[config.mk]
export PLATFORM = sky130hd
export DESIGN_NAME = axi4l_master
export DESIGN_NICKNAME = d
export VERILOG_FILES = /design/src/rtl/axi4l_master.sv
export SDC_FILE = /design/constraint.sdc
export NUM_CORES = 1
export LEC_CHECK = 0
export ABC_AREA = 1
export CAP_MARGIN = 20
export CORE_ASPECT_RATIO = 1.75
export CORE_MARGIN = 2
export CORE_UTILIZATION = 40
export CTS_BUF_LIST = sky130_fd_sc_hd__clkbuf_8
export CTS_CLUSTER_SIZE = 16
export DETAILED_ROUTE_END_ITERATION = 16
export HOLD_SLACK_MARGIN = 0.1
export PLACE_DENSITY = 0.83
export SETUP_SLACK_MARGIN = 0.05
export SYNTH_ARGS = -nofsm -noshare
export SYNTH_HDL_FRONTEND = slang
export SYNTH_SLANG_ARGS = --single-unit
[constraint.sdc]
create_clock -name clk -period 2.3 [get_ports clk]
set_clock_uncertainty 0.15 [all_clocks]
set_input_delay 0.23 -clock clk [delete_from_list [all_inputs] [get_ports clk]]
set_output_delay 0.23 -clock clk [all_outputs]
set_load 0.02 [all_outputs]
[src/rtl/axi4l_master.sv]
// axi4l_master: single-outstanding AXI4-Lite initiator (AW/W/AR/R, no B).
// Turns a valid/ready request port into one AXI transaction with timeout.
module axi4l_master #(
  parameter int ADDR_W  = 32,
  parameter int DATA_W  = 32,
  parameter int TIMEOUT = 255
) (
  input  logic              clk,
  input  logic              rst,
  input  logic              req_valid,
  output logic              req_ready,
  input  logic              req_we,
  input  logic [ADDR_W-1:0] req_addr,
  input  logic [DATA_W-1:0] req_wdata,
  input  logic [3:0]        req_wstrb,
  output logic              rsp_valid,
  input  logic              rsp_ready,
  output logic [DATA_W-1:0] rsp_rdata,
  output logic              rsp_err,
  output logic [ADDR_W-1:0] m_axi_awaddr,
  output logic              m_axi_awvalid,
  input  logic              m_axi_awready,
  output logic [DATA_W-1:0] m_axi_wdata,
  output logic [3:0]        m_axi_wstrb,
  output logic              m_axi_wvalid,
  input  logic              m_axi_wready,
  output logic [ADDR_W-1:0] m_axi_araddr,
  output logic              m_axi_arvalid,
  input  logic              m_axi_arready,
  input  logic [DATA_W-1:0] m_axi_rdata,
  input  logic              m_axi_rvalid,
  output logic              m_axi_rready
);

  typedef enum logic [2:0] {
    S_IDLE,
    S_WR,
    S_AR,
    S_RD,
    S_RESP
  } state_t;

  // Counter is wide enough to hold TIMEOUT+1 without wrapping.
  localparam int CW = $clog2(TIMEOUT + 2);
  localparam logic [CW-1:0] TO = CW'(TIMEOUT);

  state_t            r_state;
  logic              r_req_ready;
  logic [ADDR_W-1:0] r_addr;
  logic [DATA_W-1:0] r_wdata;
  logic [3:0]        r_wstrb;
  logic              r_awvalid;
  logic              r_wvalid;
  logic              r_arvalid;
  logic              r_rready;
  logic              r_rsp_valid;
  logic [DATA_W-1:0] r_rsp_rdata;
  logic              r_rsp_err;
  logic [CW-1:0]     r_cnt;

  logic              w_busy;
  logic [CW-1:0]     w_cnt_nxt;
  logic              w_tmo;
  logic              w_aw_ok;
  logic              w_w_ok;
  logic              w_pend;
  logic              w_abort;

  assign w_busy    = (r_state == S_WR) || (r_state == S_AR) ||
                     (r_state == S_RD);
  assign w_cnt_nxt = r_cnt + 1'b1;
  assign w_tmo     = (TIMEOUT != 0) && w_busy && (w_cnt_nxt >= TO);

  // A channel counts as done once its handshake is seen this cycle or earlier.
  assign w_aw_ok = !r_awvalid || m_axi_awready;
  assign w_w_ok  = !r_wvalid  || m_axi_wready;

  // Still waiting on something this cycle; a handshake beats the timeout.
  always_comb begin
    w_pend = 1'b0;
    unique case (1'b1)
      (r_state == S_WR): w_pend = !(w_aw_ok && w_w_ok);
      (r_state == S_AR): w_pend = !m_axi_arready;
      (r_state == S_RD): w_pend = !m_axi_rvalid;
      default:           w_pend = 1'b0;
    endcase
  end

  assign w_abort = w_tmo && w_pend;

  // Transaction FSM; all outputs are registered here.
  always_ff @(posedge clk) begin
    if (rst) begin
      r_state     <= S_IDLE;
      r_req_ready <= 1'b1;
      r_addr      <= '0;
      r_wdata     <= '0;
      r_wstrb     <= '0;
      r_awvalid   <= 1'b0;
      r_wvalid    <= 1'b0;
      r_arvalid   <= 1'b0;
      r_rready    <= 1'b0;
      r_rsp_valid <= 1'b0;
      r_rsp_rdata <= '0;
      r_rsp_err   <= 1'b0;
      r_cnt       <= '0;
    end else begin
      unique case (r_state)
        S_IDLE: begin
          if (req_valid && r_req_ready) begin
            r_req_ready <= 1'b0;
            r_addr      <= req_addr;
            r_wdata     <= req_wdata;
            r_wstrb     <= req_wstrb;
            r_cnt       <= '0;
            if (req_we) begin
              r_state   <= S_WR;
              r_awvalid <= 1'b1;
              r_wvalid  <= 1'b1;
            end else begin
              r_state   <= S_AR;
              r_arvalid <= 1'b1;
            end
          end
        end
        S_WR: begin
          r_cnt <= w_cnt_nxt;
          if (m_axi_awready) r_awvalid <= 1'b0;
          if (m_axi_wready)  r_wvalid  <= 1'b0;
          if (w_aw_ok && w_w_ok) begin
            r_state     <= S_RESP;
            r_rsp_valid <= 1'b1;
            r_rsp_rdata <= '0;
            r_rsp_err   <= 1'b0;
          end
        end
        S_AR: begin
          r_cnt <= w_cnt_nxt;
          if (m_axi_arready) begin
            r_arvalid <= 1'b0;
            r_rready  <= 1'b1;
            r_state   <= S_RD;
          end
        end
        S_RD: begin
          r_cnt <= w_cnt_nxt;
          if (m_axi_rvalid) begin
            r_rready    <= 1'b0;
            r_state     <= S_RESP;
            r_rsp_valid <= 1'b1;
            r_rsp_rdata <= m_axi_rdata;
            r_rsp_err   <= 1'b0;
          end
        end
        S_RESP: begin
          if (rsp_ready) begin
            r_rsp_valid <= 1'b0;
            r_req_ready <= 1'b1;
            r_state     <= S_IDLE;
          end
        end
        default: r_state <= S_IDLE;
      endcase
      // Timeout abort overrides whatever the state branch chose.
      if (w_abort) begin
        r_awvalid   <= 1'b0;
        r_wvalid    <= 1'b0;
        r_arvalid   <= 1'b0;
        r_rready    <= 1'b0;
        r_rsp_valid <= 1'b1;
        r_rsp_rdata <= '0;
        r_rsp_err   <= 1'b1;
        r_state     <= S_RESP;
      end
    end
  end

  assign req_ready     = r_req_ready;
  assign rsp_valid     = r_rsp_valid;
  assign rsp_rdata     = r_rsp_rdata;
  assign rsp_err       = r_rsp_err;
  assign m_axi_awaddr  = r_addr;
  assign m_axi_awvalid = r_awvalid;
  assign m_axi_wdata   = r_wdata;
  assign m_axi_wstrb   = r_wstrb;
  assign m_axi_wvalid  = r_wvalid;
  assign m_axi_araddr  = r_addr;
  assign m_axi_arvalid = r_arvalid;
  assign m_axi_rready  = r_rready;

endmodule
Yosys cells after proc, flatten, opt, wreduce, memory -nomap -nowiden
Cells that the tools add are included.
{"block": "classes", "add_sub_neg": 1, "eq_ne": 18, "n_mux": 38, "n_reduce_logical": 36, "order_cmp": 1}
{"op": "$mux 32", "n": 2}
{"op": "$pmux 32 s2", "n": 1}
{"op": "$mux 3", "n": 6}
{"op": "$pmux 9 s2", "n": 1}
{"op": "$mux 1", "n": 17}
{"op": "$ne 2x2->1 const B", "n": 8}
{"op": "$reduce_and 4->1", "n": 4}
{"op": "$pmux 3 s5", "n": 1}
{"op": "$ne 3x3->1 const B", "n": 4}
{"op": "$pmux 1 s2", "n": 6}
{"op": "$reduce_and 3->1", "n": 4}
{"op": "$reduce_bool 2->1", "n": 6}
{"op": "$reduce_and 5->1", "n": 2}
{"op": "$add 9x1->9 const B", "n": 1}
{"op": "$ge 9x8->1 const B", "n": 1}
{"op": "$mux 9", "n": 1}
{"op": "$eq 3x2->1 const B", "n": 2}
{"op": "$pmux 1 s3", "n": 2}
{"op": "$logic_not 1->1", "n": 5}
{"op": "$logic_and 1x1->1", "n": 4}
{"op": "$logic_or 1x1->1", "n": 4}
{"op": "$reduce_and 2->1", "n": 2}
{"op": "$reduce_bool 4->1", "n": 1}
{"op": "$eq 3x1->1 const B", "n": 1}
{"op": "8 further kinds", "n": 8}
{"block": "totals", "regBits": 119, "elab_cells": 108}

Longest topological paths before layout
Gate-level depths: netlist of the first run.
{"block": "logic_depth", "word_depth": 8, "depth_mapped": 14}

Worst setup path after synthesis of the first run
Ideal clock, no wire load.
{"block": "synth_path", "path_kind": "register to register", "start": "register r_cnt[0]", "end": "register r_rsp_rdata[10] (netlist: rsp_rdata[10])", "period_less_slack_ns": 1.869, "path_stages_with_launch": 13, "arrival_ns": 1.653, "setup_time_ns": 0.066, "slack_ns": 0.431, "path_cell_list": "dfxtp_1 ha_1 nand2_2 nor2_2 nand2_1 nor2_2 xnor2_1 nand2_1 nand2_2 nand2_2 buf_6 buf_8 a21oi_2"}
{"block": "synth_via", "elab_chain_len": 5}
{"element": "from (decl)", "line_no": "59", "source": "logic [CW-1:0] r_cnt;"}
{"element": "from (signal assigned)", "line_no": "127", "source": "r_cnt <= w_cnt_nxt;"}
{"element": "from (signal assigned)", "line_no": "138", "source": "r_cnt <= w_cnt_nxt;"}
{"element": "from (signal assigned)", "line_no": "146", "source": "r_cnt <= w_cnt_nxt;"}
{"element": "$add 9x1->9", "line_no": "71", "source": "assign w_cnt_nxt = r_cnt + 1'b1;"}
{"element": "$ge 9x8->1", "line_no": "72", "source": "assign w_tmo = (TIMEOUT != 0) && w_busy && (w_cnt_nxt >= TO);"}
{"element": "$logic_and 1x1->1", "line_no": "72"}
{"element": "$logic_and 1x1->1", "line_no": "89", "source": "assign w_abort = w_tmo && w_pend;"}
{"element": "$reduce_or 2->1 (no source line)"}
{"element": "to (signal assigned)", "line_no": "151", "source": "r_rsp_rdata <= m_axi_rdata;"}
{"element": "to (decl)", "line_no": "57", "source": "logic [DATA_W-1:0] r_rsp_rdata;"}
Every way passes these cells.
A chain may end at the register's enable or synchronous reset.

Worst setup path after layout of the first run
{"block": "layout_path", "start": "register r_cnt[1]", "end": "register r_rsp_rdata[6] (netlist: rsp_rdata[6])"}
The elaborated chain is that of the path after synthesis.

==> results of run 1 <==
## metal layers
layer | global-route usage | part of all wire
met1 | 0.245 | 0.39
met2 | 0.374 | 0.52
met3 | 0.0645 | 0.070
met5 | 0 | 0
met4 | 0.0923 | 0.023
## placed cells by master, fill, tap and decap left out, drive strengths merged, types with 2 or more instances in the layout
cell / instances
buf: 13
o22ai: 2
nor2: 160
o21ai: 75
bufinv: 5
nand2: 82
clkdlybuf4s50: 247
clkbuf: 18
o21bai: 2
inv: 27
a21oi: 44
clkinv: 3
clkinvlp: 4
dfxtp: 119
ha: 2
nand3: 44
## critical path: cells and delay by family (launching register included)
family / cells / cell delay [ns]
fa+ha+maj: 1 / 0.23
compound gates: 1 / 0.13
xor+xnor: 1 / 0.14
buf+inv: 1 / 0.21
flops: 1 / 0.42
simple gates: 7 / 0.69
## per-stage QoR
step / setup slack [ns] / utilization / hold WS (ns) / power, mW / cells
after global routing: 0.0552 / 0.641 / 0.223 / 10.1 / 991
after CTS: 0.198 / 0.641 / 0.202 / 9.63 / 991
after floorplan: 0.431 / - / 0.215 / 5.55 / 629
after detailed placement: 0.195 / 0.603 / 0.303 / 7.42 / 959
final: 0.260 / 0.641 / 0.229 / 9.54 / 991
after global placement: 0.193 / 0.603 / 0.297 / 7.39 / 959
## kinds of logic after synthesis
| kind of cell | Yosys count |
|---|---|
| compound gates | 125 |
| xor+xnor | 1 |
| fa+ha+maj | 2 |
| buf+inv | 92 |
| flops | 119 |
| simple gates | 290 |
## registers in the layout, summed over array words and instances, names as in the netlist
| register | flops |
|---|---|
| m_axi_awvalid | 1 |
| r_cnt | 9 |
| rsp_valid | 1 |
| m_axi_wvalid | 1 |
| m_axi_arvalid | 1 |
| m_axi_rready | 1 |
| m_axi_wstrb | 4 |
| r_state | 3 |
| m_axi_wdata | 32 |
| req_ready | 1 |
| rsp_err | 1 |
| rsp_rdata | 32 |
| m_axi_araddr | 32 |
## cell type report
| type | instances | share of cell area |
|---|---|---|
| clock inverter | 14 | 0.0270 |
| clock buffer | 18 | 0.0324 |
| timing repair buffer | 260 | 0.339 |
| sequential | 119 | 0.312 |
| inverter | 25 | 0.0123 |
| multi-input combinational | 418 | 0.255 |
| tap | 137 | 0.0224 |
## path summary, 6_finish.rpt
check                                  from                      endpoint  slack, ns  cells after the start
setup / recovery      r_cnt[1]$_SDFFE_PP0P_     rsp_rdata[6]$_SDFFE_PP0P_       0.26                     11
hold / removal                req_wdata[12]  m_axi_wdata[12]$_SDFFE_PP0P_       0.23                      3
setup reg to reg      r_cnt[1]$_SDFFE_PP0P_     rsp_rdata[6]$_SDFFE_PP0P_       0.26                     11
hold reg to reg   rsp_rdata[3]$_SDFFE_PP0P_     rsp_rdata[3]$_SDFFE_PP0P_       0.31                      2
## power breakdown
part	leakage, nW	switching [mW]	total (mW)	internal (mW)
Sequential	0.975	0.384	3.02	2.64
Clock	0.224	0.852	2.16	1.31
Combinational	1.77	2.48	4.36	1.88
==> impl_metrics.py, run 1 <==
metrics = {
    "run_status": {
        "status": "complete, no violations",
    },
    "yosys": {
        "synth_xor_area_frac": 0.00181,
        "synthAdderAreaFrac": 0.00518,
        "syn_nets": 740,
        "postSynthAreaPerCell_um2": 7.69,
        "yosysSeqAreaShare": 0.493,
        "yosys.area.top_type": "dfxtp_1",
        "synth_area_leaders": "dfxtp_1 49%, nor2_1 12%, o21ai_0 7.5%",
        "muxShareOfSynthArea": 0,
        "synth-edff-count": 0,
        "synth_area_um2": 4830,
        "synth_top_cell_area_share": 0.493,
        "synth_flop_cell": "dfxtp_1",
        "synth_top_family_by_area": "simple AND/OR/NAND/NOR gates",
        "synth_seq_cells": 119,
        "synth_commonest_cells": "155 x nor2_1, 119 x dfxtp_1, 77 x nand2_1",
        "synth_cell_types": 32,
        "synth_compound_area_frac": 0.148,
        "ys_async_sr_fraction": 0,
        "synthSimpleGateAreaFrac": 0.248,
        "ys_warn_count": 0,
        "netlist_instances": 629,
        "yosys.cell_count.top_type": "nor2_1",
    },
    "critical_path": {
        "cp_cell_sequence": "ha_1, nand2_2, nor2_2, nand2_1, nor2_2, xnor2_1, nand2_1, nand2_2, nand2_2, buf_4, a21oi_1",
        "required_ns": 2.50,
        "startpoint_type": "register",
        "path_max_fanout": 16,
        "worstSetupPathType": "reg2reg",
        "cp-end-kind": "register",
        "slowest_stage": "dfxtp_1",
        "cp.arrival_ns": 2.24,
        "critPathMostFrequentCell": "nand2_2",
        "critPathMaxStageDelay_ns": 0.42,
    },
    "layout": {
        "multiInputGateArea_um2": 1950,
        "n_antenna_cell": 0,
        "fill_cells": 1012,
        "nNetsFinal": 952,
        "drive_above_1_share": 0.0948,
        "fin_area_um2": 7650,
        "seqCellArea_um2": 2380,
        "area_growth_pct": 58.2,
    },
    "die": {
        "die_x_um": 87.1,
        "top_level_ports": 248,
        "start_util": 0.405,
        "core_area_um2": 11900,
        "row_count": 53,
        "dieArea_um2": 13000,
        "die_h_um": 149,
    },
    "power": {
        "leakagePower_nw": 2.97,
        "powerDensity_nw_per_um2": 1250,
        "irDropWorstVdd_v": 0.000851,
    },
    "cts": {
        "clk_latency_ns": 0.42,
        "ctsLongestPathBuffers": 2,
        "clk_pin_slew_ns": 0.08,
        "postCtsSetupBuffers": 0,
        "cts_tree": "yes",
        "cts_sinks": 119,
        "postCtsHoldBufs": 0,
        "h-tree-depth": 4,
        "clock-root-buffer": "clkbuf_8",
        "ctsResizeCount": 0,
        "cts_buffers": 17,
    },
    "global_routing": {
        "grt_pass1_vias": 4640,
        "track_usage": 0.217,
        "antenna_found_initial": 0,
        "overflow": 0,
        "grt_max_degree": 47,
        "grt_pass1_wl_um": 22300,
    },
    "route": {
        "drt_wl_total_um": 14200,
        "dr.pass1.iters": 5,
        "ant_nets": 0,
        "drc": 0,
        "vias_per_cell": 4.81,
        "dr_total_vias": 4769,
        "avgRoutedWirePerCell_um": 14.3,
        "drtIter0Drc": 182,
    },
    "sta": {
        "layout_worst_path_cycle_share": 0.887,
        "slew_viol_final": 0,
        "finalCriticalPeriod_ns": 2.04,
        "finalSetupTns_ns": 0,
        "tightest_slew_ns": 0.561,
        "slew_headroom": 0.625,
        "hold_viol": 0,
        "rsz0062_at_grt": "false",
        "setup_viol_count_final": 0,
        "fmax_mhz": 490,
    },
    "placed_design": {
        "port_buffers": 247,
        "dpl.hpwl_um": 10200,
        "place_area_um2": 7190,
        "gp_congestion": 0.866,
    },
    "flow_run": {
        "drv_cap": 0,
    },
    "worst_hold_path": {
        "min_path_type": "in2reg",
    },
}
No activity file was read; power rests on OpenSTA's default activity.
==> run 2, diff against run 1 <==
Settings changed: RECOVER_POWER set to 25.
==> run 2 against run 1 <==
Setup slack about the same; clock power about the same; combinational power decreased by 2%; non-clock buffer count unchanged; largest cell class unchanged; maximum frequency about the same; largest power group unchanged; register-to-register slack about the same.
==> impl_metrics.py, run 2 (same netlist as run 1, synthesis figures left out) <==
metrics = {
    "global_routing": {
        "grt_pass1_vias": 4640,
        "track_usage": 0.217,
        "top_usage_layer": "met2",
        "use_met3": 0.0645,
        "overflow": 0,
        "antenna_found_initial": 0,
        "grt_pass1_wl_um": 22300,
        "gr-usage-met1": 0.245,
        "met2_usage": 0.374,
        "grt_max_degree": 47,
    },
    "sta": {
        "slew_viol_final": 0,
        "hold_viol": 0,
        "slew_headroom": 0.624,
        "tightest_slew_ns": 0.564,
        "hold_slack_ns": 0.231,
        "finalSetupTns_ns": 0,
        "layout_worst_path_cycle_share": 0.887,
        "setup_viol_count_final": 0,
        "rsz0062_at_grt": "false",
        "fmax_mhz": 490,
        "finalCriticalPeriod_ns": 2.04,
        "layout_setup_ws_ns": 0.260,
    },
    "critical_path": {
        "worstSetupPathType": "reg2reg",
        "r2r_start": "r_cnt[1]$_SDFFE_PP0P_",
        "path_max_fanout": 16,
        "cp-end-kind": "register",
        "startpoint": "r_cnt[1]$_SDFFE_PP0P_",
        "required_ns": 2.50,
        "reg2reg_depth": 11,
        "cp.arrival_ns": 2.24,
        "startpoint_type": "register",
    },
    "cts": {
        "clk_latency_ns": 0.42,
        "postCtsSetupBuffers": 0,
        "h-tree-depth": 4,
        "ctsLongestPathBuffers": 2,
        "cts_sinks": 119,
        "clock-root-buffer": "clkbuf_8",
        "cts_tree": "yes",
        "clk_pin_slew_ns": 0.07,
        "cts_buffers": 17,
    },
    "power": {
        "powerDensity_nw_per_um2": 1230,
        "power_mw": 9.43,
        "irDropWorstVdd_v": 0.000836,
        "leakagePower_nw": 3.15,
    },
    "die": {
        "row_count": 53,
        "start_util": 0.405,
        "top_level_ports": 248,
        "die_h_um": 149,
        "die_x_um": 87.1,
        "dieArea_um2": 13000,
        "core_area_um2": 11900,
    },
    "placed_design": {
        "placed_cells": 959,
        "dpl.hpwl_um": 10200,
        "place_area_um2": 7190,
        "post-place-ws_ns": 0.195,
        "gp_congestion": 0.866,
        "port_buffers": 247,
    },
    "route": {
        "avgRoutedWirePerCell_um": 14.3,
        "dr_total_vias": 4785,
        "drt_wl_total_um": 14200,
        "dr.pass1.iters": 4,
        "vias_per_cell": 4.83,
        "ant_nets": 0,
        "drtIter0Drc": 185,
        "drc": 0,
    },
    "flow_run": {
        "drv_cap": 0,
    },
    "worst_hold_path": {
        "min_path_type": "in2reg",
        "holdPathStages": 3,
        "worstHoldStart": "req_wdata[0]",
    },
    "layout": {
        "fill_cells": 1012,
        "area_growth_pct": 58.2,
        "nNetsFinal": 952,
        "drive_above_1_share": 0.0948,
        "layout_commonest_cell": "clkdlybuf4s50_1",
        "fin_area_um2": 7650,
        "n_antenna_cell": 0,
        "finalNonFillerCells": 991,
        "final_util": 0.641,
        "mostFrequentLayoutCells": "185 x clkdlybuf4s50_1, 155 x nor2_1, 118 x dfxtp_1",
    },
    "run_status": {
        "status": "complete, no violations",
    },
}
run 2: cell count changes in the layout (fill, tap and decap cells not counted), sizes merged:
cell           change
dlygate4sd3       +62
clkdlybuf4s50     -62
run 2: area by class of cell:
| class | count | area, µm² | area share |
|---|---|---|---|
| Sequential cell | 119 | 2380 | 0.312 |
| Clock buffer | 18 | 248 | 0.0324 |
| Multi-Input combinational cell | 418 | 1950 | 0.255 |
| Inverter | 25 | 93.8 | 0.0123 |
| Clock inverter | 14 | 206 | 0.0270 |
| Tap cell | 137 | 171 | 0.0224 |
| Timing Repair Buffer | 260 | 2590 | 0.339 |
run 2: final timing paths:
path | endpoint | slack [ns]
hold reg to reg | rsp_rdata[3]$_SDFFE_PP0P_ | 0.31
setup reg to reg | rsp_rdata[6]$_SDFFE_PP0P_ | 0.26
setup / recovery | rsp_rdata[6]$_SDFFE_PP0P_ | 0.26
hold / removal | m_axi_wdata[0]$_SDFFE_PP0P_ | 0.23
run 2: power breakdown:
group	switching [mW]	internal (mW)	total [mW]
clock network	0.845	1.31	2.16
logic	2.48	1.79	4.27
registers	0.372	2.64	3.01
run 2: layer usage:
metal  routed length, µm  part of all wire
met5                   0                 0
met4                 280             0.020
met3                1030             0.072
met2                7380              0.52
met1                5480              0.39
run 2: what timing repair did:
action                                  4_1_cts  5_1_grt
hold buffers                                  0        0
gates resized for setup                       0        1
endpoints found under the setup margin        0       12
run 2: worst max-delay path, cell delays in order, from the launching register on:
cell     delay [ns]
dfxtp_1        0.42
ha_1           0.23
nand2_2        0.08
nor2_2         0.13
nand2_1        0.10
nor2_2         0.11
xnor2_1        0.14
nand2_1        0.10
nand2_2        0.10
nand2_2        0.08
buf_4          0.21
a21oi_1        0.13
==> run 3, diff against run 2 <==
Settings changed: CORE_UTILIZATION 40 to 41, PLACE_DENSITY 0.83 to 0.84.
==> run 3 against run 2 <==
Utilization is 2.2 points higher; critical path type unchanged; non-clock buffer count is 1 lower; clock-buffer cell count is 1 higher; largest cell class unchanged; first-iteration DRC count is 4.3% higher; highest routed layer unchanged; critical endpoint is now m_axi_araddr[18]$_SDFFE_PP0P_; wire length is 2.0% lower; final cell count is 0.30% lower; register-to-register slack hardly changed; sequential share of layout area is 0.082 points higher; global-route usage is 0.22 points lower; die area is 2.4% lower; total power is 1.1% lower; flip-flop and latch count stayed put.
==> impl_metrics.py, run 3 (same netlist as run 1, synthesis figures left out) <==
metrics = {
    "sta": {
        "finalCriticalPeriod_ns": 2.04,
        "layout_worst_path_cycle_share": 0.887,
        "setup_viol_count_final": 0,
        "hold_viol": 0,
        "hold_slack_ns": 0.232,
        "slew_viol_final": 0,
        "tightest_slew_ns": 0.868,
        "finalSetupTns_ns": 0,
        "rsz0062_at_grt": "false",
        "fmax_mhz": 490,
        "slew_headroom": 0.420,
    },
    "layout": {
        "area_growth_pct": 57.8,
        "drive_above_1_share": 0.0950,
        "mostFrequentLayoutCells": "202 x clkdlybuf4s50_1, 155 x nor2_1, 118 x dfxtp_1",
        "fin_area_um2": 7630,
        "finalNonFillerCells": 988,
        "n_antenna_cell": 0,
        "fill_cells": 926,
        "layout_commonest_cell": "clkdlybuf4s50_1",
        "nNetsFinal": 951,
    },
    "cts": {
        "cts_buffers": 17,
        "clock-root-buffer": "clkbuf_8",
        "clk_pin_slew_ns": 0.07,
        "clk_latency_ns": 0.43,
        "postCtsHoldBufs": 0,
        "cts_sinks": 119,
        "h-tree-depth": 4,
        "ctsLongestPathBuffers": 2,
        "cts_tree": "yes",
        "postCtsSetupBuffers": 0,
    },
    "run_status": {
        "status": "complete, no violations",
    },
    "route": {
        "vias_per_cell": 4.87,
        "drc": 0,
        "dr_total_vias": 4812,
        "drt_wl_total_um": 13900,
        "dr.pass1.iters": 5,
        "drtIter0Drc": 193,
        "avgRoutedWirePerCell_um": 14.1,
        "ant_nets": 0,
    },
    "placed_design": {
        "port_buffers": 247,
        "placed_cells": 956,
        "place_area_um2": 7190,
        "dpl.hpwl_um": 9900,
        "gp_congestion": 0.868,
    },
    "die": {
        "start_util": 0.420,
        "top_level_ports": 248,
        "die_h_um": 148,
        "core_area_um2": 11500,
        "dieArea_um2": 12700,
        "row_count": 52,
        "die_x_um": 86.1,
    },
    "critical_path": {
        "critical_path_buf_inv_count": 3,
        "required_ns": 2.51,
        "path_max_fanout": 27,
        "critPathMostFrequentCell": "nor2_1",
        "slowest_stage": "inv_1",
        "cp_cell_sequence": "inv_2, nand2_1, nor2_4, inv_1, buf_4, nor2_1, nor2_1",
        "critPathMaxStageDelay_ns": 0.63,
        "path_depth": 7,
        "cp-end-kind": "register",
        "startpoint_type": "register",
        "reg2reg_depth": 7,
        "path_delay_family": "buffers and inverters",
        "worstSetupPathType": "reg2reg",
        "cp.arrival_ns": 2.25,
    },
    "global_routing": {
        "grt_pass1_wl_um": 22000,
        "grt_max_degree": 69,
        "track_usage": 0.215,
        "overflow": 0,
        "antenna_found_initial": 0,
        "grt_pass1_vias": 4597,
    },
    "flow_run": {
        "drv_cap": 0,
    },
    "power": {
        "leakagePower_nw": 3.09,
        "irDropWorstVdd_v": 0.000761,
        "powerDensity_nw_per_um2": 1220,
    },
    "worst_hold_path": {
        "holdPathStages": 3,
        "min_path_type": "in2reg",
    },
}
-- run 3: cell types whose count changed in the layout (fill, tap and decap cells not counted), sizes merged --
cell,previous run,this run
dlygate4sd3,62,45
inv,27,26
clkinvlp,4,3
bufinv,5,3
clkbuf,18,19
buf,13,12
clkinv,3,6
clkdlybuf4s50,185,202
-- run 3: repair_timing --
action / CTS / global route
gates resized for setup: 0 / 1
endpoints found under the hold margin: 0 / 0
endpoints found under the setup margin: 0 / 1
-- run 3: worst paths after layout --
kind | endpoint | slack (ns) | startpoint
setup reg to reg | m_axi_araddr[18]$_SDFFE_PP0P_ | 0.26 | r_state[2]$_SDFFE_PP0P_
setup / recovery | m_axi_araddr[18]$_SDFFE_PP0P_ | 0.26 | r_state[2]$_SDFFE_PP0P_
hold / removal | m_axi_wdata[24]$_SDFFE_PP0P_ | 0.23 | req_wdata[24]
hold reg to reg | rsp_rdata[3]$_SDFFE_PP0P_ | 0.31 | rsp_rdata[3]$_SDFFE_PP0P_
-- run 3: power breakdown --
| part | internal [mW] | total [mW] | switching [mW] | leakage (nW) |
|---|---|---|---|---|
| Clock | 1.14 | 2.03 | 0.889 | 0.209 |
| Combinational | 1.83 | 4.29 | 2.47 | 1.90 |
| Sequential | 2.63 | 3.00 | 0.361 | 0.975 |
| Total | 5.60 | 9.32 | 3.72 | 3.09 |
-- run 3: metrics by stage --
step                      utilization  total power [mW]  setup WS, ns
final                           0.662              9.32         0.260
after global routing            0.662              9.85        0.0562
after CTS                       0.662              9.49         0.247
after detailed placement        0.625              7.42         0.188
after global placement          0.625              7.38         0.244
after floorplan                     -              5.55         0.431
-- run 3: area by class of cell --
type / instances / area, µm² / share of cell area
clock buffers: 19 / 262 / 0.0343
clock inverters: 13 / 170 / 0.0223
repair buffers: 259 / 2600 / 0.341
flip-flops and latches: 119 / 2380 / 0.313
inverters: 25 / 93.8 / 0.0123
well taps: 135 / 169 / 0.0221
multi-input cells: 418 / 1950 / 0.256
-- run 3: routing by layer --
| layer | track usage | part of all wire | vias to the layer above |
|---|---|---|---|
| li1 | - | - | 2417 |
| met1 | 0.242 | 0.38 | 2156 |
| met2 | 0.361 | 0.50 | 202 |
| met3 | 0.0692 | 0.084 | 37 |
| met4 | 0.101 | 0.029 | 0 |
| met5 | 0 | 0 | - |
-- run 3: worst reg2reg max path, stage by stage (launching register included) --
cell	delay (ns)
dfxtp_1	0.42
inv_2	0.08
nand2_1	0.15
nor2_4	0.05
inv_1	0.63
buf_4	0.34
nor2_1	0.06
nor2_1	0.10
